File: config.mk
export PLATFORM = sky130hd
export DESIGN_NAME = mat_frame_tx
export DESIGN_NICKNAME = d
export VERILOG_FILES = /design/src/rtl/mat_frame_pkg.sv /design/src/rtl/mat_tx_shreg.sv /design/src/rtl/mat_frame_tx.sv
export SDC_FILE = /design/constraint.sdc
export NUM_CORES = 1
export LEC_CHECK = 0
export CORE_UTILIZATION = 52
export DETAILED_ROUTE_END_ITERATION = 8
export PLACE_DENSITY = 0.81
export SYNTH_ARGS = -nofsm -noshare
export SYNTH_HDL_FRONTEND = slang
export SYNTH_HIERARCHICAL = 1
export SYNTH_SLANG_ARGS = --single-unit
File: constraint.sdc
create_clock -name CLK -period 2.9 [get_ports CLK]
set_clock_uncertainty 0.2 [all_clocks]
set_input_delay 0.58 -clock CLK [delete_from_list [all_inputs] [get_ports CLK]]
set_output_delay 0.58 -clock CLK [all_outputs]
set_load 0.02 [all_outputs]
File: src/rtl/mat_frame_pkg.sv
// rtl/mat_frame_pkg.sv - shared constants, beat codes and FSM states for the matrix-loader frame
// Contents:
//   DEF_MAT_SIZE / DEF_DATA_W / DEF_DIM_BYTES - defaults shared with data_loader
//   ctrl_e  - beat type carried on ctrl_logic
//   state_e - transmitter FSM states
//   ctrl_of - beat type driven while in a given state
package mat_frame_pkg;

  localparam int DEF_MAT_SIZE  = 4;
  localparam int DEF_DATA_W    = 8;
  localparam int DEF_DIM_BYTES = 4;

  typedef enum logic [1:0] {
    CTRL_DATA = 2'd0,
    CTRL_DIM  = 2'd1,
    CTRL_MARK = 2'd2
  } ctrl_e;

  typedef enum logic [2:0] {
    IDLE,
    START,
    DIM,
    DATA,
    END
  } state_e;

  function automatic ctrl_e ctrl_of(input state_e s);
    case (s)
      DIM:     return CTRL_DIM;
      DATA:    return CTRL_DATA;
      default: return CTRL_MARK;
    endcase
  endfunction

endpackage

File: src/rtl/mat_tx_shreg.sv
// rtl/mat_tx_shreg.sv - payload shift register feeding the frame transmitter one byte per beat
// Ports:
//   CLK, RST_N - clock (rising edge), asynchronous active-low reset
//   load       - capture load_data (job accept)
//   load_data  - packed payload, first byte to send in the LSBs
//   shift      - consume the current byte (one DIM/DATA beat)
//   cur_byte   - byte that the current beat transmits
module mat_tx_shreg #(
  parameter int WIDTH  = 96,
  parameter int DATA_W = 8
) (
  input  logic              CLK,
  input  logic              RST_N,
  input  logic              load,
  input  logic [WIDTH-1:0]  load_data,
  input  logic              shift,
  output logic [DATA_W-1:0] cur_byte
);

  logic [WIDTH-1:0] sh_q;
  logic [WIDTH-1:0] src;

  // A load and a shift may coincide when a new job is accepted on the END
  // beat and the frame goes straight to DIM; the first byte then comes from
  // the incoming payload rather than the stale register.
  assign src      = load ? load_data : sh_q;
  assign cur_byte = src[DATA_W-1:0];

  always_ff @(posedge CLK or negedge RST_N) begin
    if (!RST_N) begin
      sh_q <= '0;
    end else if (load || shift) begin
      sh_q <= shift ? (src >> DATA_W) : src;
    end
  end

endmodule

File: src/rtl/mat_frame_tx.sv
// rtl/mat_frame_tx.sv - serializes matrix jobs into START / DIM / DATA / END loader frames
// Optional feature macro: MAT_FRAME_TX_B2B_EN (accept on the END beat, END doubles as next START)
// Ports:
//   CLK, RST_N  - clock (rising edge), asynchronous active-low reset
//   in_valid    - job valid; held by the source until accepted
//   in_ready    - job can be accepted this cycle
//   in_dims     - dimension bytes, byte 0 in [7:0] sent first
//   in_mat_a    - matrix A, row-major, element 0 in LSBs
//   in_mat_b    - matrix B, same packing
//   ctrl_logic  - beat type: 0 data, 1 dimension, 2 marker
//   data_send   - beat payload
//   busy        - frame in progress (START through END)
//   frame_done  - one-cycle pulse on the END beat
module mat_frame_tx
  import mat_frame_pkg::*;
#(
  parameter int MAT_SIZE  = DEF_MAT_SIZE,
  parameter int DATA_W    = DEF_DATA_W,
  parameter int DIM_BYTES = DEF_DIM_BYTES
) (
  input  logic                          CLK,
  input  logic                          RST_N,
  input  logic                          in_valid,
  output logic                          in_ready,
  input  logic [DIM_BYTES*DATA_W-1:0]   in_dims,
  input  logic [MAT_SIZE*DATA_W-1:0]    in_mat_a,
  input  logic [MAT_SIZE*DATA_W-1:0]    in_mat_b,
  output logic [1:0]                    ctrl_logic,
  output logic [DATA_W-1:0]             data_send,
  output logic                          busy,
  output logic                          frame_done
);

  localparam int PAY_W   = (DIM_BYTES + 2*MAT_SIZE) * DATA_W;
  localparam int LONGEST = (DIM_BYTES > 2*MAT_SIZE) ? DIM_BYTES : 2*MAT_SIZE;
  localparam int CNT_W   = (LONGEST > 1) ? $clog2(LONGEST) : 1;

  localparam logic [CNT_W-1:0] DIM_LAST  = CNT_W'(DIM_BYTES - 1);
  localparam logic [CNT_W-1:0] DATA_LAST = CNT_W'(2*MAT_SIZE - 1);

  state_e           state, state_d;
  logic [CNT_W-1:0] cnt, cnt_d;
  logic             accept;
  logic             shift;
  logic             ready_d;
  logic [DATA_W-1:0] cur_byte;

  // in_ready is a registered output, so it already reflects the state the
  // outputs are showing this cycle.
  assign accept = in_valid && in_ready;

  always_comb begin
    state_d = state;
    case (state)
      IDLE:  if (accept) state_d = START;
      START: state_d = DIM;
      DIM:   if (cnt == DIM_LAST) state_d = DATA;
      DATA:  if (cnt == DATA_LAST) state_d = END;
`ifdef MAT_FRAME_TX_B2B_EN
      END:   state_d = accept ? DIM : IDLE;
`else
      END:   state_d = IDLE;
`endif
      default: state_d = IDLE;
    endcase
  end

  // Beat counter indexes the beat within DIM/DATA; it restarts on every
  // state change so each phase counts from zero.
  always_comb begin
    cnt_d = cnt;
    if (state_d != state) begin
      cnt_d = '0;
    end else if (state == DIM || state == DATA) begin
      cnt_d = cnt + 1'b1;
    end
  end

  assign shift = (state_d == DIM) || (state_d == DATA);

`ifdef MAT_FRAME_TX_B2B_EN
  assign ready_d = (state_d == IDLE) || (state_d == END);
`else
  assign ready_d = (state_d == IDLE);
`endif

  mat_tx_shreg #(
    .WIDTH  (PAY_W),
    .DATA_W (DATA_W)
  ) u_shreg (
    .CLK       (CLK),
    .RST_N     (RST_N),
    .load      (accept),
    .load_data ({in_mat_b, in_mat_a, in_dims}),
    .shift     (shift),
    .cur_byte  (cur_byte)
  );

  always_ff @(posedge CLK or negedge RST_N) begin
    if (!RST_N) begin
      state      <= IDLE;
      cnt        <= '0;
      ctrl_logic <= CTRL_MARK;
      data_send  <= '0;
      busy       <= 1'b0;
      frame_done <= 1'b0;
      in_ready   <= 1'b1;
    end else begin
      state      <= state_d;
      cnt        <= cnt_d;
      ctrl_logic <= ctrl_of(state_d);
      data_send  <= shift ? cur_byte : '0;
      busy       <= (state_d != IDLE);
      frame_done <= (state_d == END);
      in_ready   <= ready_d;
    end
  end

endmodule
Word level (Yosys, flattened, before mapping)
Index checks and enable logic that the tools add are counted.
{ "totals": {"ff_bits": 115, "latch_bits": 0, "ram_bits": 0, "mem_bits_ro": 0, "inputBits": 99, "out_inout_bits": 13, "elab_cells": 36, "n_memories": 0} }
{ "classes": {"n_addsub": 1, "multipliers": 0, "n_div": 0, "order_cmp": 0, "n_eq_ne": 9, "n_shift": 0, "mux": 10, "bitwise": 0, "reduce_logical": 8} }
{ "op_table": {"columns": ["operator", "n"], "rows": [
  ["2-to-1 mux 96 bit", 2],
  ["equality test 3 x 2 -> 1 bit (second input constant)", 5],
  ["2-to-1 mux 3 bit", 5],
  ["case mux 3 bit (4 select lines)", 1],
  ["2-to-1 mux 8 bit", 1],
  ["equality test 3 bit (second input constant)", 2],
  ["logical NOT 3 bit", 2],
  ["case mux 2 bit (2 select lines)", 1],
  ["adder 3 x 1 -> 3 bit (second input constant)", 1],
  ["equality test 3 x 1 -> 1 bit (second input constant)", 1],
  ["logical OR 1 bit", 3],
  ["inequality test 3 bit", 1],
  ["nonzero test 3 bit", 1],
  ["nonzero test 2 bit", 1],
  ["logical AND 1 bit", 1]
]} }

Logic depth before layout (Yosys ltp)
Gate-level depths: netlist of run 1.
{ "logic_depth": {"depth_word": 6, "mapped_depth": 7, "depth_no_buf": 5} }

Cells and area by module
Netlist of run 1, hierarchy kept.
{ "modules_own_cells": {"columns": ["module", "instances", "cells_per_inst", "area_each_um2", "seq_area_each_um2"], "rows": [
  ["mat_tx_shreg", 1, 231, 4764.6, 2402.3],
  ["mat_frame_tx", 1, 63, 794.5, 478.0]
]} }

Worst setup path before layout of run 1
No wires, ideal clock.
{ "synth_timing": {"path_kind": "flip-flop to flip-flop", "from": "register cnt[0]", "to": "register u_shreg.sh_q[56]", "setup_time_ps": 139, "arrival_ps": 1823, "required_time_ps": 2561, "slack_ps": 738, "stages_incl_launch_ff": 8, "n_path_buf": 3, "synth_period_minus_slack_ps": 2162, "cell_sequence": "dfrtp_1 -> ha_1 -> ha_1 -> a31oi_1 -> buf_2 -> buf_2 -> buf_2 -> mux4_2"} }
{ "synth_via": {"elab_chain_cells": 6, "elab_cells_between_ends": 10, "cone_classes": "eq/ne (4); mux (4); reduce/logical (2)"} }
{ "synth_rtl": {"columns": ["element", "line_no", "rtl"], "rows": [
  ["from (decl)", "mat_frame_tx.sv:42", "logic [CNT_W-1:0] cnt, cnt_d;"],
  ["from (signal assigned)", "mat_frame_tx.sv:110", "cnt <= cnt_d;"],
  ["equality test 3 bit / equality test 3 x 2 -> 1 bit (equally long branches)", "mat_frame_tx.sv:58, mat_frame_tx.sv:57", null],
  ["2-to-1 mux 3 bit, on equally long branches", "mat_frame_tx.sv:58, mat_frame_tx.sv:57", null],
  ["case mux 3 bit (4 select lines) (*)", "mat_frame_tx.sv:54", "case (state)"],
  ["equality test 3 x 2 -> 1 bit", "mat_frame_tx.sv:79", "assign shift = (state_d == DIM) || (state_d == DATA);"],
  ["logical OR 1 bit (*)", "mat_frame_tx.sv:79", null],
  ["named net shift", "mat_frame_tx.sv:44", "logic shift;"],
  ["2-to-1 mux 96 bit / logical OR 1 bit (equally long branches)", "mat_tx_shreg.sv:33, mat_tx_shreg.sv:32", null],
  ["to (signal assigned)", "mat_tx_shreg.sv:33", "sh_q <= shift ? (src >> DATA_W) : src;"],
  ["to (decl)", "mat_tx_shreg.sv:20", "logic [WIDTH-1:0] sh_q;"]
]} }
Mark *: on every way through the listed nets, which the timed path passes. The rest lies on a longest branch.
A chain may end at the register's enable or synchronous reset.

Worst setup path after layout of run 1
{ "layout_timing": {"from": "register in_ready", "to": "output port in_ready"} }
{ "layout_rtl": {"columns": ["element", "line_no", "rtl"], "rows": [
  ["from (decl)", "mat_frame_tx.sv:24", "output logic in_ready,"],
  ["from (signal assigned)", "mat_frame_tx.sv:115", "in_ready <= ready_d;"]
]} }
No word-level cell between the ends.

==> results.yml, run 1 <==
die:
  die_y_um: 105
  fp.dieW_um: 105
  core_area_mm2: 0.0103
  initial_core_util: 0.538
  fp.dieArea_mm2: 0.0111
  io_pins: 112
  core.rowCount: 37
critical_path:
  r2r-start: "cnt[0]"
  crit_chain: "clkdlybuf4s50_1"
  crit_path_max_incr_delay_ps: 610
  r2r_slack_ps: 560
  cp-end-kind: "primary output"
  crit_slowest_cell: "clkdlybuf4s50_1"
  crit_path_start_kind: "flip-flop"
  crit_fanout: 3
  cp_data_arrival_time_ps: 1680
  reg2regPathDepth: 5
  timing.rr.end: "u_shreg/sh_q[80]"
  crit_family: "buffers and inverters"
  crit_type: "reg -> out"
  cp.required_ps: 2120
  critPathBufInv: 1
yosys:
  synth_top_area_cell: "dfrtp_1"
  synth.most_common_cell: "dfrtp_1"
  mappedNetlistArea_mm2: 0.00556
  ys_types: 28
  yosys_warnings: 6
  synthTopCellsByArea: "dfrtp_1 51%, mux4_2 36%, mux2_2 1.6%, mux2i_1 1.4%, buf_8 1.4%"
  ys.flop_type: "dfrtp_1"
  synth_area_per_cell_um2: 18.9
  async_flop_share: 1.00
  synthTopCellsByCount: "113 x dfrtp_1, 88 x mux4_2, 12 x nor2_1, 9 x and2_1, 9 x buf_2"
  ys_seq_area_frac: 0.518
  synth_edf_count: 0
  synth_nets: 396
  yosys.area.top_type_share: 0.509
  ys_ff_latch: 115
  synthCells: 294
timing:
  setup_viol: 0
  min_period_over_period: 0.848
  rsz0062_at_grt: "false"
  fmax_mhz: 407
  drv_slew: 0
  setup_tns_ps: 0
  fin_crit_ps: 2460
  hold_viol_final: 0
  holdWs_ps: 299
  relSlewSlack: 0.543
  worst_pin_slew_ps: 686
layout:
  synthToLayoutAreaGrowth_pct: 32.1
  drive_above_1_share: 0.348
  diodes: 0
  nets: 514
global_route:
  grt_pass1_wl_um: 18600
  grt_pass1_vias: 3631
  grt_max_degree: 55
  track_usage: 0.222
  antenna_found_initial: 0
  overflow: 0
power:
  clkPwrFrac: 0.280
  p_per_area_mw_per_mm2: 868
  vdd_drop_max_uv: 510
  power_frac_seq: 0.376
  p_sw_frac: 0.284
  intPower_mw: 4.56
  combPwrFrac: 0.344
  p_leak_nw: 3.09
  p_sw_mw: 1.81
placed_design:
  globalplace.congestion: 0.738
  dp_hpwl_um: 7650
  portBuffers: 111
drt:
  wl_um: 10900
  drt-vias-per-instance: 5.71
  dr.pass1.iters: 7
  drc_errors: 0
  vias: 3202
  wl_per_cell_um: 19.5
  drtIter0Drc: 196
  ant_nets: 0
clocking:
  cts_tree: "done"
  insertion_delay_ps: 510
  numCtsBuffers: 17
  ctsResizeCount: 0
  cts_max_level: 4
  clk_pin_slew_worst_paths_ps: 60
  clock_sinks: 115
  ctsRootBufferMaster: "clkbuf_8"
  cts_buffer_depth: 2
min_path:
  holdPathEnd: "cnt[1]"
  hold_start: "cnt[1]"
  holdPathStages: 2
  hold_class: "reg -> reg"
status:
  outcome: "complete, no violations"
flow_run:
  maxCapViolCount: 0
[repair_timing]
item / CTS / global route
hold endpoints to repair: 48 / 0
buffers inserted: 0 / 0
hold buffers: 1 / 0
[worst max path at each step]
stage	cells after the start	from	endpoint	slack, ps
global placement	4	in_valid	u_shreg/sh_q[76]	370
CTS	1	in_ready	in_ready	420
global route	1	in_ready	in_ready	400
detailed placement	4	in_valid	u_shreg/sh_q[45]	320
floorplan	7	cnt[0]	u_shreg/sh_q[56]	740
finish	1	in_ready	in_ready	440
[final cells by class]
class | count | area, um2
clock buffer | 21 | 449
inverter | 4 | 15.0
sequential | 115 | 2880
fill | 667 | 2980
multi-input combinational | 150 | 2480
clock inverter | 11 | 62.6
tap | 136 | 170
timing repair buffer | 124 | 1280
[cells by family after synthesis]
group,after synthesis,share of synthesized area
buffers and inverters,29,0.0385
muxes,104,0.387
adders and majority gates,3,0.00675
AOI/OAI and AO/OA,10,0.0194
and+or+nand+nor,33,0.0302
DFF,115,0.518
[routing by layer]
layer,up-vias,share of wire,GRT usage
met5,-,0,0
met4,0,0.016,0.0765
met3,13,0.058,0.0631
met2,107,0.49,0.333
met1,1673,0.43,0.315
li1,1409,-,-
[power groups by stage]
stage	Sequential, mW	Clock (mW)	Combinational (mW)
after floorplan	2.40	0	1.62
after global placement	2.38	0	2.13
after detailed placement	2.41	0	2.21
after CTS	2.40	1.82	2.22
after global routing	2.46	1.89	2.36
final	2.40	1.79	2.19
[cell usage in the layout (no fill, tap or decap), drive strengths merged]
| cell type | n |
|---|---|
| a2111oi | 1 |
| a21oi | 2 |
| a221oi | 1 |
| a31oi | 2 |
| and2 | 9 |
| buf | 13 |
| clkbuf | 21 |
| clkdlybuf4s50 | 110 |
| clkinv | 8 |
| clkinvlp | 3 |
| dfrtp | 113 |
| dfstp | 2 |
| dlygate4sd3 | 1 |
| ha | 3 |
| inv | 4 |
| mux2 | 8 |
| mux2i | 8 |
| mux4 | 88 |
| nand2 | 5 |
| nand2b | 3 |
| nand3b | 1 |
| nor2 | 12 |
| nor3 | 1 |
| nor3b | 1 |
| o21ai | 3 |
| o21bai | 1 |
| or2 | 1 |
[per-stage QoR]
step / worst slack [ps] / power [mW] / cells / util / cell area (um2)
final: 441 / 6.37 / 561 / 0.711 / 7340
after CTS: 420 / 6.44 / 561 / 0.711 / 7340
after detailed placement: 319 / 4.62 / 528 / 0.661 / 6820
after floorplan: 738 / 4.01 / 294 / - / 5560
after global placement: 370 / 4.50 / 528 / 0.661 / 6820
after global routing: 402 / 6.71 / 561 / 0.711 / 7340
[worst min-delay path: stages, from the launching register on]
cell     delay [ps]
dfrtp_1         350
nand2_1          50
o21ai_0          70
[state kept, by name, summed over array words and instances (netlist names)]
register	count
u_shreg/sh_q	96
data_send	8
cnt	3
state	3
ctrl_logic	2
busy	1
frame_done	1
in_ready	1
(Power assumes the default switching activity.)
==> run 2, diff against run 1 <==
==> constraint.sdc (replaced) <==
create_clock -name CLK -period 2.3 [get_ports CLK]
set_clock_uncertainty 0.2 [all_clocks]
set_input_delay 0.46 -clock CLK [delete_from_list [all_inputs] [get_ports CLK]]
set_output_delay 0.46 -clock CLK [all_outputs]
set_load 0.02 [all_outputs]
==> results.yml, run 2 (synthesis gave the netlist of run 1 again) <==
status:
  outcome: "complete, no violations"
power:
  clkPwrFrac: 0.322
  power_frac_seq: 0.347
  power_mw: 8.62
  p_sw_mw: 2.33
  p_leak_nw: 3.18
  vdd_drop_max_uv: 605
  combPwrFrac: 0.331
  intPower_mw: 6.29
  p_per_area_mw_per_mm2: 1150
  p_sw_frac: 0.270
critical_path:
  cp.required_ps: 2480
  crit_path_start_kind: "flip-flop"
  crit_fanout: 55
  reg2regPathDepth: 5
  cp_data_arrival_time_ps: 2390
  crit_type: "reg -> reg"
  cp-end-kind: "flip-flop"
drt:
  drc_errors: 0
  wl_per_cell_um: 19.9
  wl_um: 11200
  drtIter0Drc: 148
  ant_nets: 0
  vias: 3248
  dr.pass1.iters: 7
  drt-vias-per-instance: 5.77
clocking:
  cts_max_level: 4
  ctsRootBufferMaster: "clkbuf_8"
  cts_tree: "done"
  clock_sinks: 115
  cts_buffer_depth: 2
  insertion_delay_ps: 510
  clk_pin_slew_worst_paths_ps: 50
  numCtsBuffers: 17
placed_design:
  placed_cell_area_mm2: 0.00687
  dp_hpwl_um: 7830
  portBuffers: 111
  globalplace.congestion: 0.726
timing:
  drv_slew: 0
  worst_pin_slew_ps: 494
  fin_crit_ps: 2210
  relSlewSlack: 0.671
  setup_viol: 0
  min_period_over_period: 0.960
  hold_viol_final: 0
  rsz0062_at_grt: "false"
  fmax_mhz: 453
global_route:
  antenna_found_initial: 0
  track_usage: 0.227
  grt_max_degree: 56
  overflow: 0
  grt_pass1_vias: 3648
  grt_pass1_wl_um: 18900
die:
  die_y_um: 105
  fp.dieW_um: 105
  io_pins: 112
  core_area_mm2: 0.0103
  core.rowCount: 37
  fp.dieArea_mm2: 0.0111
  initial_core_util: 0.538
layout:
  final_common_cell: "dfrtp_1"
  regMostFlops: "u_shreg/sh_q"
  synthToLayoutAreaGrowth_pct: 35.1
  nets: 516
  post-route-util: 0.728
  seq_area_mm2: 0.00288
  top_regs: "u_shreg/sh_q (96), data_send (8)"
  layout_common_cells: "113 x dfrtp_1, 108 x clkdlybuf4s50_1, 88 x mux4_2, 16 x clkbuf_16, 12 x nor2_1"
  largest_reg_flops: 96
  multi_input_area_mm2: 0.00248
  drive_above_1_share: 0.351
  filler_cell_count: 626
  diodes: 0
  fin_area_mm2: 0.00751
min_path:
  hold_class: "in -> async"
flow_run:
  maxCapViolCount: 0
[run 2: changes by cell type in the layout (fill, tap and decap cells not counted), sizes merged]
cell,change
clkbuf,+2
bufinv,+4
clkinvlp,-1
buf,+2
clkdlybuf4s50,-2
clkinv,-5
dlygate4sd2,+2
[run 2: path summary, 6_finish.rpt]
| check | from | to | slack [ps] |
|---|---|---|---|
| max in group asynchronous | RST_N | u_shreg/sh_q[67] | 1050 |
| hold / removal | RST_N | u_shreg/sh_q[7] | 250 |
| hold reg to reg | cnt[1] | cnt[1] | 310 |
| setup / recovery | cnt[0] | u_shreg/sh_q[82] | 90 |
| setup reg to reg | cnt[0] | u_shreg/sh_q[82] | 90 |
| min in group CLK | cnt[1] | cnt[1] | 310 |
[run 2: power groups by stage]
stage / Clock, mW / Sequential (mW) / Combinational [mW]
final: 2.77 / 2.99 / 2.85
after global routing: 2.92 / 3.06 / 3.06
after CTS: 2.82 / 3.00 / 2.89
after detailed placement: 0 / 3.01 / 2.87
after global placement: 0 / 2.96 / 2.76
after floorplan: 0 / 3.02 / 2.04
[run 2: area by class of cell]
cell class / count / area share
clock buffers: 23 / 0.0635
flip-flops and latches: 115 / 0.383
inverters: 4 / 0.00200
repair buffers: 126 / 0.178
multi-input cells: 150 / 0.330
clock inverters: 9 / 0.0200
well taps: 136 / 0.0227
[run 2: metrics by stage]
step	hold slack (ps)	setup WS, ps	TNS, ps	std cells
6_report	249	92.6	0	563
3_5_place_dp	255	-126	-7710	530
5_1_grt	266	13.6	0	563
4_1_cts	246	90.8	0	563
2_1_floorplan	-35.6	138	0	294
3_3_place_gp	246	-107	-7940	530
[run 2: what timing repair did]
action	CTS	global route
hold buffers	1	0
setup endpoints to repair	2	3
setup buffers	0	0
gates cloned	0	0
hold endpoints to repair	32	0
gates resized for setup	2	1
pin swaps	0	0
[run 2: metal layers]
metal / track usage / share of wire / up-vias / wire (um)
met5: 0 / 0 / - / 0
met3: 0.0730 / 0.061 / 17 / 680
met1: 0.305 / 0.43 / 1713 / 4780
met4: 0.0805 / 0.014 / 0 / 160
li1: - / - / 1416 / -
met2: 0.353 / 0.50 / 102 / 5590
[run 2: critical path, cell delays in order, from the launching register on]
cell and delay, ps:
dfrtp_1 390, ha_1 220, ha_1 280, a31oi_4 280, buf_12 310, mux4_2 360
